### config.mk
export PLATFORM = sky130hd
export DESIGN_NAME = bcd_counter_7seg
export DESIGN_NICKNAME = d
export VERILOG_FILES = /design/src/rtl/bcd_counter_7seg.sv
export SDC_FILE = /design/constraint.sdc
export NUM_CORES = 1
export LEC_CHECK = 0
export ABC_AREA = 0
export CORE_UTILIZATION = 51
export DETAILED_ROUTE_END_ITERATION = 12
export PLACE_DENSITY = 0.77
export SYNTH_ARGS = -nofsm -noshare
export SYNTH_HDL_FRONTEND = slang
export SYNTH_SLANG_ARGS = --single-unit
### constraint.sdc
create_clock -name i_Clk -period 2.53 [get_ports i_Clk]
set_clock_uncertainty 0.05 [all_clocks]
set_input_delay 0.3795 -clock i_Clk [delete_from_list [all_inputs] [get_ports i_Clk]]
set_output_delay 0.3795 -clock i_Clk [all_outputs]
set_load 0.005 [all_outputs]
### src/rtl/bcd_counter_7seg.sv
// N-digit BCD up/down counter with registered common-anode 7-segment decode.
// Counts on rising edges of debounced up/down/clear levels; wraps or saturates at the ends.
// Optional feature: define AUTO_REPEAT_EN to add a per-direction hold-to-repeat FSM.
module bcd_counter_7seg #(
    parameter int unsigned NUM_DIGITS    = 2,
    parameter int unsigned WRAP_MODE     = 1,
    parameter int unsigned BLANK_LEADING = 0,
    parameter int unsigned REPEAT_DELAY  = 12_500_000,
    parameter int unsigned REPEAT_PERIOD = 2_500_000
) (
    input  logic                    i_Clk,
    input  logic                    i_Rst,
    input  logic                    i_Up,
    input  logic                    i_Down,
    input  logic                    i_Clear,
    output logic [4*NUM_DIGITS-1:0] o_Count_BCD,
    output logic [7*NUM_DIGITS-1:0] o_Segments,
    output logic                    o_Wrap
);

    localparam int unsigned CW = 4 * NUM_DIGITS;
    localparam int unsigned SW = 7 * NUM_DIGITS;

    logic          up_q, down_q, clear_q;
    logic          up_ev, down_ev, clear_ev;
    logic          step_up, step_down;
    logic [CW-1:0] count_q, count_d, count_inc, count_dec;
    logic          inc_carry, dec_borrow;
    logic          wrap_q, wrap_d;
    logic [SW-1:0] seg_q, seg_d;

    // Edge-detect history; reset to 1 so a level held through reset is not an event
    always_ff @(posedge i_Clk or posedge i_Rst) begin
        if (i_Rst) begin
            up_q    <= 1'b1;
            down_q  <= 1'b1;
            clear_q <= 1'b1;
        end else begin
            up_q    <= i_Up;
            down_q  <= i_Down;
            clear_q <= i_Clear;
        end
    end

    assign up_ev    = i_Up & ~up_q;
    assign down_ev  = i_Down & ~down_q;
    assign clear_ev = i_Clear & ~clear_q;

`ifdef AUTO_REPEAT_EN
    typedef enum logic [1:0] {StIdle, StDelay, StRepeat} rep_state_e;

    localparam int unsigned MaxWait = (REPEAT_DELAY > REPEAT_PERIOD) ? REPEAT_DELAY : REPEAT_PERIOD;
    localparam int unsigned TW      = $clog2(MaxWait + 1);
    localparam logic [TW-1:0] DelayLast  = TW'(REPEAT_DELAY - 1);
    localparam logic [TW-1:0] PeriodLast = TW'(REPEAT_PERIOD - 1);

    // Index 0 = up, index 1 = down
    rep_state_e    state_q [2];
    rep_state_e    state_d [2];
    logic [TW-1:0] timer_q [2];
    logic [TW-1:0] timer_d [2];
    logic [1:0]    held, ev, rep_step;

    assign held = {i_Down, i_Up};
    assign ev   = {down_ev, up_ev};

    // Repeat FSM state and hold timers
    always_ff @(posedge i_Clk or posedge i_Rst) begin
        if (i_Rst) begin
            for (int d = 0; d < 2; d++) begin
                state_q[d] <= StIdle;
                timer_q[d] <= '0;
            end
        end else begin
            for (int d = 0; d < 2; d++) begin
                state_q[d] <= state_d[d];
                timer_q[d] <= timer_d[d];
            end
        end
    end

    // Repeat FSM next state; a step fires when a delay or period expires while held
    always_comb begin
        rep_step = '0;
        for (int d = 0; d < 2; d++) begin
            state_d[d] = state_q[d];
            timer_d[d] = timer_q[d];
            if (!held[d] || clear_ev || (i_Up && i_Down)) begin
                state_d[d] = StIdle;
                timer_d[d] = '0;
            end else begin
                case (state_q[d])
                    StIdle: begin
                        if (ev[d]) begin
                            state_d[d] = StDelay;
                            timer_d[d] = '0;
                        end
                    end
                    StDelay: begin
                        if (timer_q[d] == DelayLast) begin
                            state_d[d]  = StRepeat;
                            timer_d[d]  = '0;
                            rep_step[d] = 1'b1;
                        end else begin
                            timer_d[d] = timer_q[d] + TW'(1);
                        end
                    end
                    StRepeat: begin
                        if (timer_q[d] == PeriodLast) begin
                            timer_d[d]  = '0;
                            rep_step[d] = 1'b1;
                        end else begin
                            timer_d[d] = timer_q[d] + TW'(1);
                        end
                    end
                    default: begin
                        state_d[d] = StIdle;
                        timer_d[d] = '0;
                    end
                endcase
            end
        end
    end

    assign step_up   = up_ev | rep_step[0];
    assign step_down = down_ev | rep_step[1];
`else
    logic unused_cfg;
    assign unused_cfg = ^{REPEAT_DELAY, REPEAT_PERIOD};
    assign step_up    = up_ev;
    assign step_down  = down_ev;
`endif

    // Ripple BCD increment/decrement; carry/borrow out means the count was all-9s/zero
    always_comb begin
        count_inc  = count_q;
        count_dec  = count_q;
        inc_carry  = 1'b1;
        dec_borrow = 1'b1;
        for (int k = 0; k < int'(NUM_DIGITS); k++) begin
            if (inc_carry) begin
                if (count_q[4*k+:4] == 4'd9) begin
                    count_inc[4*k+:4] = 4'd0;
                end else begin
                    count_inc[4*k+:4] = count_q[4*k+:4] + 4'd1;
                    inc_carry         = 1'b0;
                end
            end
            if (dec_borrow) begin
                if (count_q[4*k+:4] == 4'd0) begin
                    count_dec[4*k+:4] = 4'd9;
                end else begin
                    count_dec[4*k+:4] = count_q[4*k+:4] - 4'd1;
                    dec_borrow        = 1'b0;
                end
            end
        end
    end

    // Event priority: clear, then up+down cancel, then up, then down
    always_comb begin
        count_d = count_q;
        wrap_d  = 1'b0;
        if (clear_ev) begin
            count_d = '0;
        end else if (step_up && step_down) begin
            count_d = count_q;
        end else if (step_up) begin
            if (!inc_carry || WRAP_MODE != 0) begin
                count_d = count_inc;
                wrap_d  = inc_carry;
            end
        end else if (step_down) begin
            if (!dec_borrow || WRAP_MODE != 0) begin
                count_d = count_dec;
                wrap_d  = dec_borrow;
            end
        end
    end

    // Count and wrap pulse registers
    always_ff @(posedge i_Clk or posedge i_Rst) begin
        if (i_Rst) begin
            count_q <= '0;
            wrap_q  <= 1'b0;
        end else begin
            count_q <= count_d;
            wrap_q  <= wrap_d;
        end
    end

    // Returns active-low segments in port order {G,F,E,D,C,B,A}
    function automatic logic [6:0] seg_decode(input logic [3:0] digit);
        logic [6:0] abcdefg;
        logic [6:0] gfedcba;
        case (digit)
            4'd0:    abcdefg = 7'h7E;
            4'd1:    abcdefg = 7'h30;
            4'd2:    abcdefg = 7'h6D;
            4'd3:    abcdefg = 7'h79;
            4'd4:    abcdefg = 7'h33;
            4'd5:    abcdefg = 7'h5B;
            4'd6:    abcdefg = 7'h5F;
            4'd7:    abcdefg = 7'h70;
            4'd8:    abcdefg = 7'h7F;
            4'd9:    abcdefg = 7'h7B;
            default: abcdefg = 7'h00;
        endcase
        for (int i = 0; i < 7; i++) begin
            gfedcba[i] = abcdefg[6-i];
        end
        return ~gfedcba;
    endfunction

    // Segment decode with optional leading-zero blanking, scanned from the top digit down
    always_comb begin
        logic higher_zero;
        seg_d       = '1;
        higher_zero = 1'b1;
        for (int k = int'(NUM_DIGITS) - 1; k >= 0; k--) begin
            if (BLANK_LEADING != 0 && k > 0 && higher_zero && count_q[4*k+:4] == 4'd0) begin
                seg_d[7*k+:7] = 7'h7F;
            end else begin
                seg_d[7*k+:7] = seg_decode(count_q[4*k+:4]);
            end
            higher_zero = higher_zero & (count_q[4*k+:4] == 4'd0);
        end
    end

    // Registered segment outputs, blank in reset
    always_ff @(posedge i_Clk or posedge i_Rst) begin
        if (i_Rst) begin
            seg_q <= '1;
        end else begin
            seg_q <= seg_d;
        end
    end

    assign o_Count_BCD = count_q;
    assign o_Segments  = seg_q;
    assign o_Wrap      = wrap_q;

endmodule

# == Word level (Yosys, flattened, before mapping) ==
# Memory sizes are Yosys's and may differ from the RTL's.
# Index checks and enable logic that the tools add are counted.
# totals
ff_bits,26
mem_bits_ro,224
inputBits,5
output_inout_bits,23
wordCells,52
n_memories,2
# classes
n_addsub,4
n_eq_ne,4
mux,20
bitwise_logic,8
reduce_logical,7
# memory_table
name,depth,word_bits,rd,rd_clocked_by_memory_dff,write_ports,line_no,text
(no name shown),16,7,1,0,0,196,case (digit)
(no name shown),16,7,1,0,0,196,
# ops
operator,count
8-bit two-way mux,4
4-bit two-way mux,6
7-bit inverter,2
1-bit two-way mux,10
"4-bit by 1-bit adder with 4-bit output, second input constant",2
"4-bit equality test, second input constant",2
4-bit logical NOT,2
"4-bit by 1-bit subtractor with 4-bit output, second input constant",2
3-bit nonzero test,2
4-bit AND reduction,1
1-bit AND,3
"3-bit by 2-bit != test with 1-bit output, second input constant",1
1-bit inverter,3
"2-bit != test, second input constant",1
2-bit AND reduction,1
1-bit logical AND,1

# == Logic depth before layout (Yosys ltp) ==
# Gate-level depths: netlist of run 1.
# depth
word_depth,7
ltp_mapped,8
ltp_nobuf,7

# == Worst setup path before layout of run 1 ==
# OpenSTA, ideal clock, no wires.
# synth_path
path_type,register to register
from,"reg count_q[1], in the netlist o_Count_BCD[1]"
to,"reg count_q[4], in the netlist o_Count_BCD[4]"
arrival_ns,1.834
required_ns,2.402
setup_slack_ns,0.568
path_stages_with_launch,9
n_path_buf,1
period_less_slack_ns,1.962
path_cell_list,dfrtp_1 > inv_1 > ha_1 > nor3b_2 > nand3_1 > and2_4 > buf_6 > or3_1 > a21oi_1
# synth_between
elab_chain_len,4
# synth_lines
item,line_no,text
"start, declared",27,"logic [CW-1:0] count_q, count_d, count_inc, count_dec;"
"start signal, assigned",187,count_q <= count_d;
4-bit equality test or 4-bit logical NOT (tied branches),-,
"1-bit two-way mux, on equally long branches","142, 150",
3-bit by 2-bit != test with 1-bit output (no line) or 3-bit nonzero test (tied branches),-,
4-bit AND reduction (no line) *,-,
# Every way passes the cells marked *; elsewhere a longest branch is shown, timed or not.
# A chain may end at the register's enable or synchronous reset.

# == Worst setup path after layout of run 1 ==
# layout_path
from,"reg count_q[0], in the netlist o_Count_BCD[0]"
to,"reg count_q[4], in the netlist o_Count_BCD[4]"
# Same word-level chain as after synthesis.

==> qor.csv, run 1 <==
metric,value,unit
numCtsBuffers,3,
status,"finished, final reports clean",
drc,0,
diodes,0,
rsz0062_at_grt,false,
die_h,56.55,µm
cts_setup_buffers,0,
root_buffer,clkbuf_4,
fin_nets,210,
syn-num-nets,182,
grt_usage,0.2249,
max-vdd-ir-drop,0.6604,mV
placedCellCount,219,
synth-simple-area-share,0.1880,
htreeDepth,1,
dp_hpwl,2247,µm
hold_buffers,0,
finalSetupTns,0,ns
hp-class,input port to asynchronous set/reset pin,
tightestPinTransition,0.6491,ns
synth_top_flop_cell,dfstp_2,
antenna_found_initial,0,
synth_edf_count,0,
port_buffers,27,
ys_ff_latch,26,
dieArea,3198,µm²
area_delta_synth_final,22.09,%
fin_crit,2.128,ns
fmax,0.4699,GHz
crit_arrival,2.34,ns
grt_first_pass_wirelength,5630,µm
end_kind,register,
cap_violations,0,
tritoncts,done,
critPathKind,register to register,
avgRoutedWirePerCell,13.80,µm
die_w,56.55,µm
fin_crit_sh,0.8412,
ant_nets,0,
syn_inst,165,
final_cell_mix,"27 x clkdlybuf4s50_1, 17 x a21oi_1, 17 x dfstp_2",
powerDensity,969.2,nW/µm²
synth_top_area_share,0.2943,
gp_congestion,0.8794,
utilization,0.6662,
hold_viol_final,0,
synth_top_family_by_area,compound AO/OA/AOI/OAI gates,
cts_resized,0,
wl,3077,µm
num_io_pins,28,
start_kind,register,
pre_cts_slack,0.3118,ns
grt_max_degree,18,
worstPathMaxFanout,8,
avgViaCountPerCell,5.740,
synthMuxAreaShare,0,
synth_xor_area_frac,0.01154,
hold_slack,0.2464,ns
yosysUniqueCellTypes,41,
coreArea,2781,µm²
leakage,0.7696,nW
gr-total-overflow,0,
initial_core_util,0.5457,
drtPass1Iterations,4,
final_common_cell,clkdlybuf4s50_1,
syn_avg_cell_area,9.198,µm²
layout_setup_ws,0.4019,ns
synthesis.area,1518,µm²
reg2reg_depth,7,
grt_pass1_vias,1229,
yosys.area_share.adder,0.09893,
vias,1280,
drt-initial-drc-count,53,
insertion_delay,0.33,ns
synth_compound_area_frac,0.2053,
required,2.74,ns
yosysSeqAreaShare,0.4427,
clockBufferDepth,2,
rows,19,
synthTopCellsByArea,"dfstp_2 29%, dfrtp_1 15%, ha_1 9.9%, a21oi_1 5.6%, o21ai_0 4.3%",
synth_area_leader_cell,dfstp_2,
finalSetupViolations,0,
cts.sinks,26,
drv_slew,0,
drive_above_1_share,0.1615,
synth_warnings,0,
async_flop_share,1.000,
layoutNonFillerInstCount,223,
relSlewSlack,0.5664,
clk_pin_slew,0.13,ns
==> state kept, by name, summed over array words and instances, names as in the netlist <==
| signal | cells |
|---|---|
| up_q | 1 |
| o_Wrap | 1 |
| down_q | 1 |
| o_Segments | 14 |
| o_Count_BCD | 8 |
| clear_q | 1 |
==> logic make-up after synthesis <==
family,Yosys count
XOR/XNOR,2
AO/OA/AOI/OAI,51
adder cells (fa/ha/maj),12
buffers and inverters,18
flip-flops,26
AND/OR/NAND/NOR,56
==> power by group <==
| group | switching (W) | internal, W | leakage [nW] |
|---|---|---|---|
| Combinational | 0.000403 | 0.000452 | 0.451 |
| Sequential | 0.000116 | 0.000613 | 0.297 |
| Clock | 0.000123 | 0.0000883 | 0.0210 |
==> synth_stat cells (2+ instances only) <==
cell type / count
a32oi_1: 2
nand2_1: 13
a21oi_1: 17
nand2b_1: 5
nand3_1: 4
nor2_1: 14
clkbuf_1: 4
dfstp_2: 17
a31oi_1: 3
o211ai_1: 2
inv_1: 8
or3_1: 2
buf_2: 2
nor3_1: 6
a211oi_1: 5
o21bai_1: 2
o21ai_0: 13
or2_2: 2
nor2b_1: 3
dfrtp_1: 9
ha_1: 12
==> per-stage QoR <==
step | total power (W) | area [µm²]
global route | 0.001943 | 1853
detailed placement | 0.001582 | 1817
floorplan | 0.001201 | 1518
CTS | 0.001800 | 1853
finish | 0.001796 | 1853
global placement | 0.001563 | 1817
==> final cells by class <==
| class | instances | area [µm²] |
|---|---|---|
| Fill cell | 236 | 928.4 |
| Multi-Input combinational cell | 121 | 764.5 |
| Sequential cell | 26 | 671.9 |
| Timing Repair Buffer | 32 | 307.8 |
| Tap cell | 31 | 38.79 |
| Clock buffer | 4 | 36.28 |
| Inverter | 9 | 33.78 |
==> path summary, 6_finish.rpt <==
| path | startpoint | end | slack [ns] |
|---|---|---|---|
| min in group i_Clk | i_Clear | clear_q | 0.41 |
| hold / removal | i_Rst | o_Count_BCD[1] | 0.25 |
| max in group asynchronous | i_Rst | clear_q | 1.58 |
| setup / recovery | o_Count_BCD[0] | o_Count_BCD[4] | 0.40 |
| setup reg to reg | o_Count_BCD[0] | o_Count_BCD[4] | 0.40 |
| hold reg to reg | o_Count_BCD[6] | o_Segments[8] | 0.63 |
==> critical path, cell delays in order (launching register included) <==
cell,delay (ns)
dfrtp_1,0.49
inv_1,0.19
ha_1,0.25
nor3b_2,0.26
nand3_1,0.15
and2_4,0.23
or3_1,0.31
a21oi_1,0.13
==> routing by layer <==
| metal | wire length [µm] | track usage | part of all wire | vias to the layer above |
|---|---|---|---|---|
| met2 | 1380 | 0.3496 | 0.45 | 42 |
| li1 | - | - | - | 637 |
| met3 | 143 | 0.03687 | 0.046 | 5 |
| met1 | 1500 | 0.3167 | 0.49 | 596 |
| met4 | 53 | 0.08362 | 0.017 | 0 |
| met5 | 0 | 0 | 0 | - |
No activity file was read; power rests on OpenSTA's default activity.
==> run 2, diff against run 1 <==
clock period = 2.2 ns   (was 2.53 ns; I/O delays follow)
==> run 2 against run 1 <==
Worst hold slack better by 0.049 ns. Via count up 5.6%. Worst setup slack worse by 0.21 ns. Cell area up 0.40%. Critical endpoint unchanged.
==> qor.csv, run 2 (same netlist as run 1, synthesis figures left out) <==
metric,value,unit
hold_buffers,0,
clockBufferDepth,2,
final_common_cell,clkdlybuf4s50_1,
finalPower,0.002063,W
required,2.41,ns
avgRoutedWirePerCell,15.03,µm
initial_core_util,0.5457,
htreeDepth,1,
fin_crit,2.012,ns
gp_congestion,0.8912,
seq_power_share,0.411,
port_buffers,27,
endpoint,o_Count_BCD[4],
rsz0062_at_grt,false,
leakage,0.7713,nW
reg2reg_depth,7,
crit_chain,inv_2 -> ha_2 -> nor3b_2 -> nand3_1 -> and2_4 -> or3_1 -> a21oi_1,
cts.sinks,26,
drv_slew,0,
drtPass1Iterations,4,
drc,0,
final_cell_mix,"27 x clkdlybuf4s50_1, 17 x a21oi_1, 17 x dfstp_2",
coreArea,2781,µm²
r2r-end,o_Count_BCD[4],
cpLargestDelayFamily,simple AND/OR/NAND/NOR gates,
antenna_found_initial,0,
hold_slack,0.2950,ns
tritoncts,done,
crit_path_start,o_Count_BCD[0],
power_frac_comb,0.487,
critPathKind,register to register,
gr-total-overflow,0,
drive_above_1_share,0.1753,
ff2ff_setup_slack,0.19,ns
pwr-share-clk,0.102,
wl,3382,µm
worstPathMaxFanout,8,
dp_hpwl,2362,µm
reg2reg_from,o_Count_BCD[0],
vias,1352,
hp-class,input port to asynchronous set/reset pin,
finalSetupTns,0,ns
die_w,56.55,µm
drt-initial-drc-count,112,
grt_pass1_vias,1268,
crit_slowest_cell,dfrtp_1,
grt_max_degree,27,
root_buffer,clkbuf_4,
intPower,0.001301,W
fin_crit_sh,0.9146,
status,"finished, final reports clean",
tightestPinTransition,0.4366,ns
cp.depth,7,
die_h,56.55,µm
grt_first_pass_wirelength,5885,µm
avgViaCountPerCell,6.009,
powerDensity,1109,nW/µm²
rows,19,
switching_power,0.0007614,W
insertion_delay,0.32,ns
switching_share,0.3691,
pre_cts_slack,0.1712,ns
clk_pin_slew,0.14,ns
start_kind,register,
layout_setup_ws,0.1879,ns
slowest_delay,0.49,ns
relSlewSlack,0.7089,
crit_arrival,2.22,ns
num_io_pins,28,
hold_viol_final,0,
fmax,0.4970,GHz
diodes,0,
area_delta_synth_final,22.59,%
numCtsBuffers,3,
max-vdd-ir-drop,0.7582,mV
dieArea,3198,µm²
largest_register_ffs,14,
end_kind,register,
grt_usage,0.2336,
critPathBufInv,1,
fin_nets,212,
ant_nets,0,
cap_violations,0,
finalSetupViolations,0,
-- run 2: stage by stage --
step,area (µm²),util,instances
after floorplan,1518,-,165
final,1861,0.6689,225
after global routing,1861,0.6689,225
after global placement,1832,0.6586,221
after detailed placement,1832,0.6586,221
after CTS,1858,0.6680,225
-- run 2: what timing repair did --
| item | in CTS | in global routing |
|---|---|---|
| setup buffers | 0 | 0 |
| endpoints found under the setup margin | 0 | 3 |
| gates resized for setup | 0 | 2 |
-- run 2: layer usage --
metal	GRT usage	share of wire
met2	0.3731	0.48
met4	0.08362	0.020
met3	0.02765	0.072
met1	0.3273	0.43
met5	0	0
-- run 2: tightest hold or removal path, stage by stage --
cell and delay (ns):
clkdlybuf4s50_1 0.40, inv_1 0.05, buf_4 0.30
-- run 2: worst min-delay path by stage --
stage / startpoint / to / slack, ns / cells past startpoint
after floorplan: i_Clear / clear_q / 0.28 / 0
after global placement: o_Count_BCD[1] / o_Segments[2] / 0.60 / 2
after detailed placement: o_Count_BCD[1] / o_Segments[2] / 0.62 / 2
after CTS: i_Rst / o_Wrap / 0.30 / 3
after global routing: i_Rst / o_Wrap / 0.31 / 3
final: i_Rst / o_Wrap / 0.30 / 3
-- run 2: layout make-up --
| class | count | area, µm² |
|---|---|---|
| Sequential cell | 26 | 671.9 |
| Tap cell | 31 | 38.79 |
| Inverter | 9 | 33.78 |
| Clock buffer | 4 | 26.28 |
| Timing Repair Buffer | 34 | 322.8 |
| Fill cell | 236 | 920.9 |
| Multi-Input combinational cell | 121 | 767.0 |
-- run 2: power by group through the flow --
stage	logic, W	clock network (W)	registers [W]
floorplan	0.000560	0	0.000821
global placement	0.000963	0	0.000840
detailed placement	0.000984	0	0.000854
CTS	0.000995	0.000217	0.000845
global route	0.00111	0.000235	0.000875
finish	0.00101	0.000210	0.000847
==> run 3, diff against run 2 <==
CORE_UTILIZATION = 54   (was 51)
CTS_BUF_LIST = sky130_fd_sc_hd__clkbuf_4   (was not set)
GPL_TIMING_DRIVEN = 1   (was not set)
PLACE_DENSITY = 0.81   (was 0.77)
REMOVE_ABC_BUFFERS = 1   (was not set)
==> run 3 against run 2 <==
Via count fell by 0.52%. Clock-buffer cell count fell by 1. Sequential share of layout area fell by 0.48 points. Highest routed layer unchanged. First-iteration DRC count fell by 36%. Critical path depth did not move. Final cell count fell by 0.44%. Global-route usage rose by 0.45 points. Sequential power barely moved. Maximum frequency fell by 3.1%. Worst setup slack got worse by 0.064 ns. Combinational power barely moved. Flip-flop and latch count did not move.
==> qor.csv, run 3 (same netlist as run 1, synthesis figures left out) <==
metric,value,unit
status,"finished, final reports clean",
hp-class,input port to asynchronous set/reset pin,
worstPathMaxFanout,8,
powerDensity,1154,nW/µm²
root_buffer,clkbuf_4,
crit_chain,inv_1 -> ha_1 -> and3b_1 -> nand3_1 -> and2_4 -> or3_1 -> a21oi_1,
cpLargestDelayFamily,simple AND/OR/NAND/NOR gates,
max-vdd-ir-drop,1.068,mV
fin_crit,2.076,ns
cp.depth,7,
gp_congestion,0.9063,
hold_slack,0.2719,ns
layout_setup_ws,0.1236,ns
initial_core_util,0.5911,
drc,0,
pre_cts_slack,0.1292,ns
grt_max_degree,27,
hold_viol_final,0,
crit_slowest_cell,dfrtp_1,
gr-total-overflow,0,
register_area,671.9,µm²
largest_register_ffs,14,
area_delta_synth_final,24.24,%
final_cell_mix,"27 x clkdlybuf4s50_1, 17 x a21oi_1, 17 x dfstp_2",
insertion_delay,0.33,ns
dieArea,3027,µm²
grt_first_pass_wirelength,5147,µm
grt_usage,0.2380,
numCtsBuffers,3,
slowest_delay,0.41,ns
wl,3287,µm
antenna_found_initial,0,
cts_setup_buffers,0,
coreArea,2567,µm²
critPathBufInv,1,
ant_nets,0,
start_kind,register,
finalPower,0.002176,W
relSlewSlack,0.7168,
htreeDepth,1,
fin_nets,212,
rows,18,
crit_arrival,2.28,ns
critPathKind,register to register,
die_w,55.02,µm
dp_hpwl,2304,µm
avgViaCountPerCell,6.004,
tritoncts,done,
finalSetupTns,0,ns
cap_violations,0,
final_common_cell,clkdlybuf4s50_1,
avgRoutedWirePerCell,14.67,µm
vias,1345,
fin_crit_sh,0.9438,
die_h,55.02,µm
leakage,0.7842,nW
finalSetupViolations,0,
reg2reg_depth,7,
tightestPinTransition,0.4249,ns
hold_buffers,0,
clockBufferDepth,2,
drive_above_1_share,0.1804,
utilization,0.7344,
fillerInstances,179,
num_io_pins,28,
port_buffers,27,
required,2.40,ns
fmax,0.4816,GHz
cts.sinks,26,
rsz0062_at_grt,false,
multi_input_area,767.0,µm²
grt_pass1_vias,1159,
end_kind,register,
drtPass1Iterations,4,
drt-initial-drc-count,72,
diodes,0,
clk_pin_slew,0.15,ns
drv_slew,0,
## run 3: report_power, final
group / switching [W] / internal, W / total, W
combinational: 0.000477 / 0.000525 / 0.00100
sequential: 0.000139 / 0.000705 / 0.000844
clock: 0.000146 / 0.000184 / 0.000330
total: 0.000762 / 0.00141 / 0.00218
## run 3: cell type report
| cell class | count | area share |
|---|---|---|
| multi-input cells | 121 | 0.4068 |
| flip-flops and latches | 26 | 0.3563 |
| repair buffers | 34 | 0.1712 |
| well taps | 30 | 0.01991 |
| inverters | 9 | 0.01792 |
| clock inverters | 1 | 0.01593 |
| clock buffers | 3 | 0.01194 |
## run 3: per-stage QoR
stage | std cells | area, µm²
floorplan | 156 | 1470
global placement | 220 | 1831
detailed placement | 220 | 1831
CTS | 224 | 1883
global route | 224 | 1886
finish | 224 | 1886
## run 3: timing repair
action                                 in CTS  in global routing
setup endpoints to repair                   0                  2
endpoints found under the hold margin       0                  0
gates resized for setup                     0                  2
## run 3: final timing paths
check	from	slack [ns]	to
worst max-delay path	o_Count_BCD[1]	0.12	o_Count_BCD[4]
worst min-delay path	i_Rst	0.27	o_Count_BCD[2]
worst max register to register	o_Count_BCD[1]	0.12	o_Count_BCD[4]
worst min register to register	o_Count_BCD[6]	0.67	o_Segments[8]
max in group asynchronous	i_Rst	1.53	o_Segments[1]
min in group i_Clk	i_Clear	0.36	clear_q
## run 3: worst min-delay path: cells and delay by family
kind	cells	cell delay, ns
buffers and inverters	3	0.74
## run 3: layer usage
layer,vias to the layer above,part of all wire,wire length (µm),track usage
li1,640,-,-,-
met4,0,0.0043,14,0.04583
met5,-,0,0,0
met2,57,0.48,1577,0.3855
met1,646,0.44,1453,0.3242
met3,2,0.074,242,0.05738
